`src/rtl/mem_pkg.sv`:
```
// Shared types and helpers for the memory burst master.
package mem_pkg;

    localparam int WORD_SIZE_DEF = 8;
    localparam int ADDR_SIZE_DEF = 8;
    localparam int LEN_SIZE_DEF  = 8;

    typedef enum logic [1:0] {
        ST_IDLE,
        ST_READ,
        ST_WRITE
    } mem_state_t;

    // Highest address reachable with an address bus of the given width.
    function automatic logic [31:0] max_addr(input int unsigned width);
        return (32'd1 << width) - 32'd1;
    endfunction

endpackage

```
`src/rtl/mem_master.sv`:
```
// Burst initiator for a single-port word memory with combinational read and
// clocked write; read beats leave on a valid/ready stream, write beats arrive on one.
module mem_master
    import mem_pkg::*;
#(
    parameter int WORD_SIZE = WORD_SIZE_DEF,
    parameter int ADDR_SIZE = ADDR_SIZE_DEF,
    parameter int LEN_SIZE  = LEN_SIZE_DEF
) (
    input  logic                 clk,
    input  logic                 rst_n,
    input  logic                 req_valid,
    output logic                 req_ready,
    input  logic                 req_write,
    input  logic [ADDR_SIZE-1:0] req_addr,
    input  logic [LEN_SIZE-1:0]  req_len,
    input  logic                 wr_valid,
    output logic                 wr_ready,
    input  logic [WORD_SIZE-1:0] wr_data,
    output logic                 rd_valid,
    input  logic                 rd_ready,
    output logic [WORD_SIZE-1:0] rd_data,
    output logic                 rd_last,
    output logic                 busy,
    output logic                 done,
    output logic [ADDR_SIZE-1:0] mem_addr,
    output logic [WORD_SIZE-1:0] mem_data_in,
    output logic                 mem_en_write,
    input  logic [WORD_SIZE-1:0] mem_data_out
);

    localparam logic [ADDR_SIZE-1:0] MAX_ADDR = ADDR_SIZE'(max_addr(ADDR_SIZE));

    mem_state_t           state_q;
    logic [ADDR_SIZE-1:0] cur_addr_q;
    logic [ADDR_SIZE-1:0] cur_addr_d;
    logic [LEN_SIZE-1:0]  remaining_q;
    logic                 done_q;
    logic                 beat;
    logic                 last_beat;

    // A beat is a read handshake or any valid write word; both advance identically.
    assign beat      = ((state_q == ST_READ) && rd_ready) ||
                       ((state_q == ST_WRITE) && wr_valid);
    assign last_beat = beat && (remaining_q == '0);
    assign cur_addr_d = (cur_addr_q == MAX_ADDR) ? '0 : cur_addr_q + ADDR_SIZE'(1);

    always_ff @(posedge clk or negedge rst_n) begin
        if (!rst_n) begin
            state_q     <= ST_IDLE;
            cur_addr_q  <= '0;
            remaining_q <= '0;
            done_q      <= 1'b0;
        end else begin
            done_q <= 1'b0;
            case (state_q)
                ST_IDLE: begin
                    if (req_valid) begin
                        cur_addr_q  <= req_addr;
                        remaining_q <= req_len;
                        state_q     <= req_write ? ST_WRITE : ST_READ;
                    end
                end
                ST_READ, ST_WRITE: begin
                    if (last_beat) begin
                        // Address stays on the final word; the next request reloads it.
                        state_q <= ST_IDLE;
                        done_q  <= 1'b1;
                    end else if (beat) begin
                        cur_addr_q  <= cur_addr_d;
                        remaining_q <= remaining_q - LEN_SIZE'(1);
                    end
                end
                default: state_q <= ST_IDLE;
            endcase
        end
    end

    assign req_ready    = (state_q == ST_IDLE);
    assign busy         = (state_q != ST_IDLE);
    assign done         = done_q;
    assign rd_valid     = (state_q == ST_READ);
    assign rd_data      = mem_data_out;
    assign rd_last      = (state_q == ST_READ) && (remaining_q == '0);
    assign wr_ready     = (state_q == ST_WRITE);
    assign mem_addr     = cur_addr_q;
    assign mem_data_in  = wr_data;
    assign mem_en_write = (state_q == ST_WRITE) && wr_valid;

endmodule

```
`config.mk`:
```
export PLATFORM = sky130hd
export DESIGN_NAME = mem_master
export DESIGN_NICKNAME = d
export VERILOG_FILES = /design/src/rtl/mem_pkg.sv /design/src/rtl/mem_master.sv
export SDC_FILE = /design/constraint.sdc
export NUM_CORES = 1
export LEC_CHECK = 0
export BUFFER_PORTS_ARGS = -buffer_cell sky130_fd_sc_hd__buf_2
export CAP_MARGIN = 20
export CORE_AREA = 5 5 53 78
export DETAILED_ROUTE_END_ITERATION = 6
export DIE_AREA = 0 0 58 83
export PLACE_DENSITY_LB_ADDON = 0.3
export SYNTH_ARGS = -nofsm -noshare
export SYNTH_HDL_FRONTEND = slang
export SYNTH_SLANG_ARGS = --single-unit
```
`constraint.sdc`:
```
create_clock -name clk -period 4.3 [get_ports clk]
set_clock_uncertainty 0.05 [all_clocks]
set_input_delay 0.86 -clock clk [delete_from_list [all_inputs] [get_ports clk]]
set_output_delay 0.86 -clock clk [all_outputs]
set_load 0.01 [all_outputs]
```
## After elaboration in Yosys (flattened, before gate mapping)

Index checks and enable logic that the tools add are counted.

| storage, ports and cells | value |
|---|---|
| bits in registers | 19 |
| output and inout bits | 31 |
| logic and storage cells | 40 |

| cells by class | value |
|---|---|
| reductions and logical operators | 12 |
| muxes and demuxes | 15 |
| eq/ne operators | 7 |
| $add $sub $neg | 2 |

Operators by type and width:

| kind | count |
|---|---|
| 8-bit two-way mux | 7 |
| 8-bit case mux with 2 select lines | 2 |
| 8-bit by 1-bit adder with 8-bit output (second input constant) | 1 |
| 8-bit equality test (second input constant) | 1 |
| 8-bit logical NOT | 1 |
| 2-bit inequality test (second input constant) | 4 |
| 8-bit by 1-bit subtractor with 8-bit output (second input constant) | 1 |
| 2-bit two-way mux | 3 |
| 1-bit logical AND | 4 |
| 2-bit case mux with 2 select lines | 1 |
| 4-bit AND reduction | 1 |
| 2-bit nonzero test | 2 |
| 2-bit by 1-bit equality test with 1-bit output (second input constant) | 1 |
| 2-bit equality test (second input constant) | 1 |
| 2-bit logical NOT | 1 |
| 1-bit two-way mux | 2 |
| 2-bit AND reduction | 1 |
| 2-bit OR reduction | 1 |
| 1-bit logical OR | 1 |

## Depth between registers and ports, before layout

| logic depth | value |
|---|---|
| depth in word-level cells | 6 |
| gate-level depth with buffers | 8 |
| gate-level depth less buffers | 6 |

## Worst setup path before layout

Ideal clock, no wire load.

| timing | value |
|---|---|
| path kind | register -> output |
| start point | register remaining_q[0] |
| end point | output port rd_last |
| arrival time | 1.448 ns |
| stages on the path, launching flop included | 6 |
| data required time | 3.390 ns |
| setup slack | 1.942 ns |
| path buffers | 1 |
| cell sequence | dfrtp_1 > inv_1 > ha_1 > or3b_2 > buf_2 > nor3_1 |

| on the way | value |
|---|---|
| longest elaborated chain between the ends | 2 |

RTL lines:

| element | line | RTL |
|---|---|---|
| start: declaration | mem_master.sv:37 | `logic [LEN_SIZE-1:0] remaining_q;` |
| start signal: assignment | mem_master.sv:60 | `remaining_q <= req_len;` |
| start signal: assignment | mem_master.sv:71 | `remaining_q <= remaining_q - LEN_SIZE'(1);` |
| 8-bit logical NOT | mem_master.sv:84 | `assign rd_last = (state_q == ST_READ) && (remaining_q == '0);` |
| 1-bit logical AND | mem_master.sv:84 |  |
| end: declaration | mem_master.sv:23 | `output logic rd_last,` |

Every way passes these cells.

## Final worst setup path

Ends and elaborated chain as after synthesis.

==> run_results.csv <==
group,metric,value,unit
clock_network,clkSlewWorstSetupHoldPaths,0.07,ns
critical_path,crit_path_cell_trace,"inv_1, ha_1, or3b_2, nor3_1, buf_2",
sta,timing.setup.tns,0,ns
die,row_count,26,
critical_path,cpPeakStageDelay,0.54,ns
critical_path,crit_path_top_delay_cell,"or3b_2",
die,start_util,43.1,%
power,static-leakage-power,0.000679,uW
detailed_routing,drt_iter0_drc,43,
synthesis,netlist_area,1460,sq um
synthesis,synthTopCellsByArea,"dfrtp_1 33%, buf_4 8.7%, ha_1 5.1%, nand3_1 3.4%, a32oi_1 2.4%",
power,comb_power_share,57.0,%
clock_network,clock_path_buffers,2,
job,cap_violations,0,
sta,hold_viol_final,0,
die,pin_count,69,
critical_path,start_kind,"register",
sta,drv_slew,0,
critical_path,setup.worst_path.end_class,"output pin",
synthesis,synthArstFlopShare,100,%
layout,fin_area,1560,sq um
placed_design,dpl_cell_area,1510,sq um
layout,antenna_cells,0,
placed_design,pre_cts_ws,1.77,ns
power,clock_power_share,10.7,%
power,swShare,47.8,%
critical_path,r2r_slack,1.78,ns
sta,min_period,2.70,ns
detailed_routing,firstDrtPassIters,4,
die,coreArea,3380,sq um
layout,multi_input_area,778,sq um
power,p_per_area,745,nW/um^2
sta,setup-violations-final,0,
layout,fin_util,46.0,%
die,die_x,58,microns
clock_network,post_cts_buffers,0,
grt,grt_pass1_wl,5.81,mm
sta,min_period_over_period,62.8,%
synthesis,syn_area_per_cell,9.18,sq um
synthesis,synth_top_area_share,32.6,%
sta,setup_ws,1.60,ns
synthesis,synth_edf_count,0,
synthesis,synthDistinctLibCells,51,
die,dieArea,4810,sq um
clock_network,clockRootBuffer,"clkbuf_8",
critical_path,arrival,1.79,ns
status,status,"finished clean",
clock_network,cts_hold_buf,0,
critical_path,cpLargestDelayFamily,"simple AND/OR/NAND/NOR gates",
synthesis,synth_seq_cells,19,
detailed_routing,wl_per_cell,16.4,microns
synthesis,synth_top_cell_by_area,"dfrtp_1",
clock_network,clock_sinks,19,
synthesis,yosys_warnings,0,
power,p_seq_share,32.3,%
synthesis,ys_seq_area_share,32.6,%
clock_network,cts_resized,0,
placed_design,gp_congestion,0.860,
grt,gr-total-overflow,0,
detailed_routing,postRouteAntennaNets,0,
clock_network,cts_made_buffers,3,
layout,layout-drive-gt1-share,26.9,%
detailed_routing,drc,0,
critical_path,critPathBufInv,2,
grt,antenna_found_initial,0,
grt,grt_pass1_vias,1350,
min_path,hp-class,"in -> async",
sta,tightestPinTransition,0.658,ns
placed_design,hpwlAfterDp,2.73,mm
power,vdd_drop_max,350,uV
grt,grt_max_degree,21,
die,die_h,83,microns
layout,syn2layout_area_growth,6.78,%
clock_network,cts_tree,"done",
clock_network,insertion_delay,0.25,ns
detailed_routing,wl,3.56,mm
critical_path,crit_path_max_fanout,7,
synthesis,syn-num-nets,203,
sta,relSlewSlack,56.0,%
layout,seqCellArea,475,sq um
critical_path,worst-endpoint-required,3.39,ns
layout,nNetsFinal,220,
critical_path,criticalPathCategory,"reg -> out",
sta,rsz0062_at_grt,"no",
detailed_routing,viasPerCell,6.21,
synthesis,syn_inst,159,
layout,fillers,360,
detailed_routing,vias,1348,
grt,grt_usage,14.8,%
placed_design,port_buffers,36,
power,internal_power,606,uW
sta,fmax,371,MHz
clock_network,htreeDepth,1,
power,p_sw,554,uW
synthesis,synth_ff_type,"dfrtp_1",
==> cell families after synthesis <==
group                      synth area share [%]
and+or+nand+nor                            20.2
AOI/OAI and AO/OA                          24.4
buffers and inverters                      14.1
DFF                                        32.6
adders and majority gates                  5.15
muxes                                      2.92
xor gates and xnor gates                  0.600
==> sequential cells by signal, indices dropped and copies added, names as in the netlist <==
register,cells
mem_addr,8
remaining_q,8
state_q,2
done,1
==> Yosys cell counts, types with 2 or more instances <==
cell type,number
nor2_1,7
o211ai_1,3
o2bb2ai_1,4
nand3_1,10
o211a_1,2
nor4_1,3
inv_1,7
a22oi_1,2
or3_1,2
dfrtp_1,19
o32a_1,2
nand4_1,4
and2_1,3
a21oi_1,4
buf_2,2
nand2_1,9
nand4b_1,2
mux2i_1,2
nor3_1,6
o221ai_1,2
o21ai_1,2
ha_1,6
o32ai_1,2
buf_6,3
a32oi_1,4
buf_4,17
o21ai_0,6
==> path summary, 6_finish.rpt <==
path,start,to,cells after the start
worst min register to register,mem_addr[7]$_DFFE_PN0P_,mem_addr[7]$_DFFE_PN0P_,1
worst max register to register,state_q[0]$_DFFE_PN0P_,mem_addr[0]$_DFFE_PN0P_,6
max in group asynchronous,rst_n,remaining_q[2]$_DFFE_PN0P_,1
worst min-delay path,rst_n,done$_DFF_PN0_,1
worst max-delay path,remaining_q[0]$_DFFE_PN0P_,rd_last,5
min in group clk,mem_addr[7]$_DFFE_PN0P_,mem_addr[7]$_DFFE_PN0P_,1
==> cell type report <==
type	count	area share, %
multi-input cells	109	50.0
flip-flops and latches	19	30.5
repair buffers	36	11.6
well taps	42	3.37
clock buffers	4	2.89
inverters	7	1.69
==> per-stage QoR <==
stage / std cells / hold WS (ns) / total power [uW]
after floorplan: 159 / 0.455 / 883
after global placement: 213 / 0.476 / 1020
after detailed placement: 213 / 0.490 / 1040
after CTS: 217 / 0.497 / 1170
after global routing: 217 / 0.523 / 1260
final: 217 / 0.487 / 1160
==> layout by cell type (no fill, tap or decap), types with 4 or more instances in the layout <==
cell type  Yosys  layout
dfrtp_1       19      19
a32oi_1        4       4
o2bb2ai_1      4       4
nand2_1        9       9
nand3_1       10      10
o21ai_0        6       6
nor3_1         6       6
a21oi_1        4       4
ha_1           6       6
nor2_1         7       7
buf_2          2      36
inv_1          7       7
nand4_1        4       4
==> power groups by stage <==
stage / combinational [uW] / sequential, uW / clock (uW)
after floorplan: 517 / 367 / 0
final: 662 / 375 / 124
after detailed placement: 662 / 375 / 0
after global placement: 651 / 372 / 0
after global routing: 735 / 389 / 137
after CTS: 666 / 373 / 128
==> layer usage <==
layer,up-vias,wire [microns],track usage [%]
li1,626,-,-
met1,640,1420,16.7
met2,69,1730,24.1
met3,13,269,4.19
met4,0,133,8.44
met5,-,0,0
Note: power is estimated with default switching activity, not from simulation.
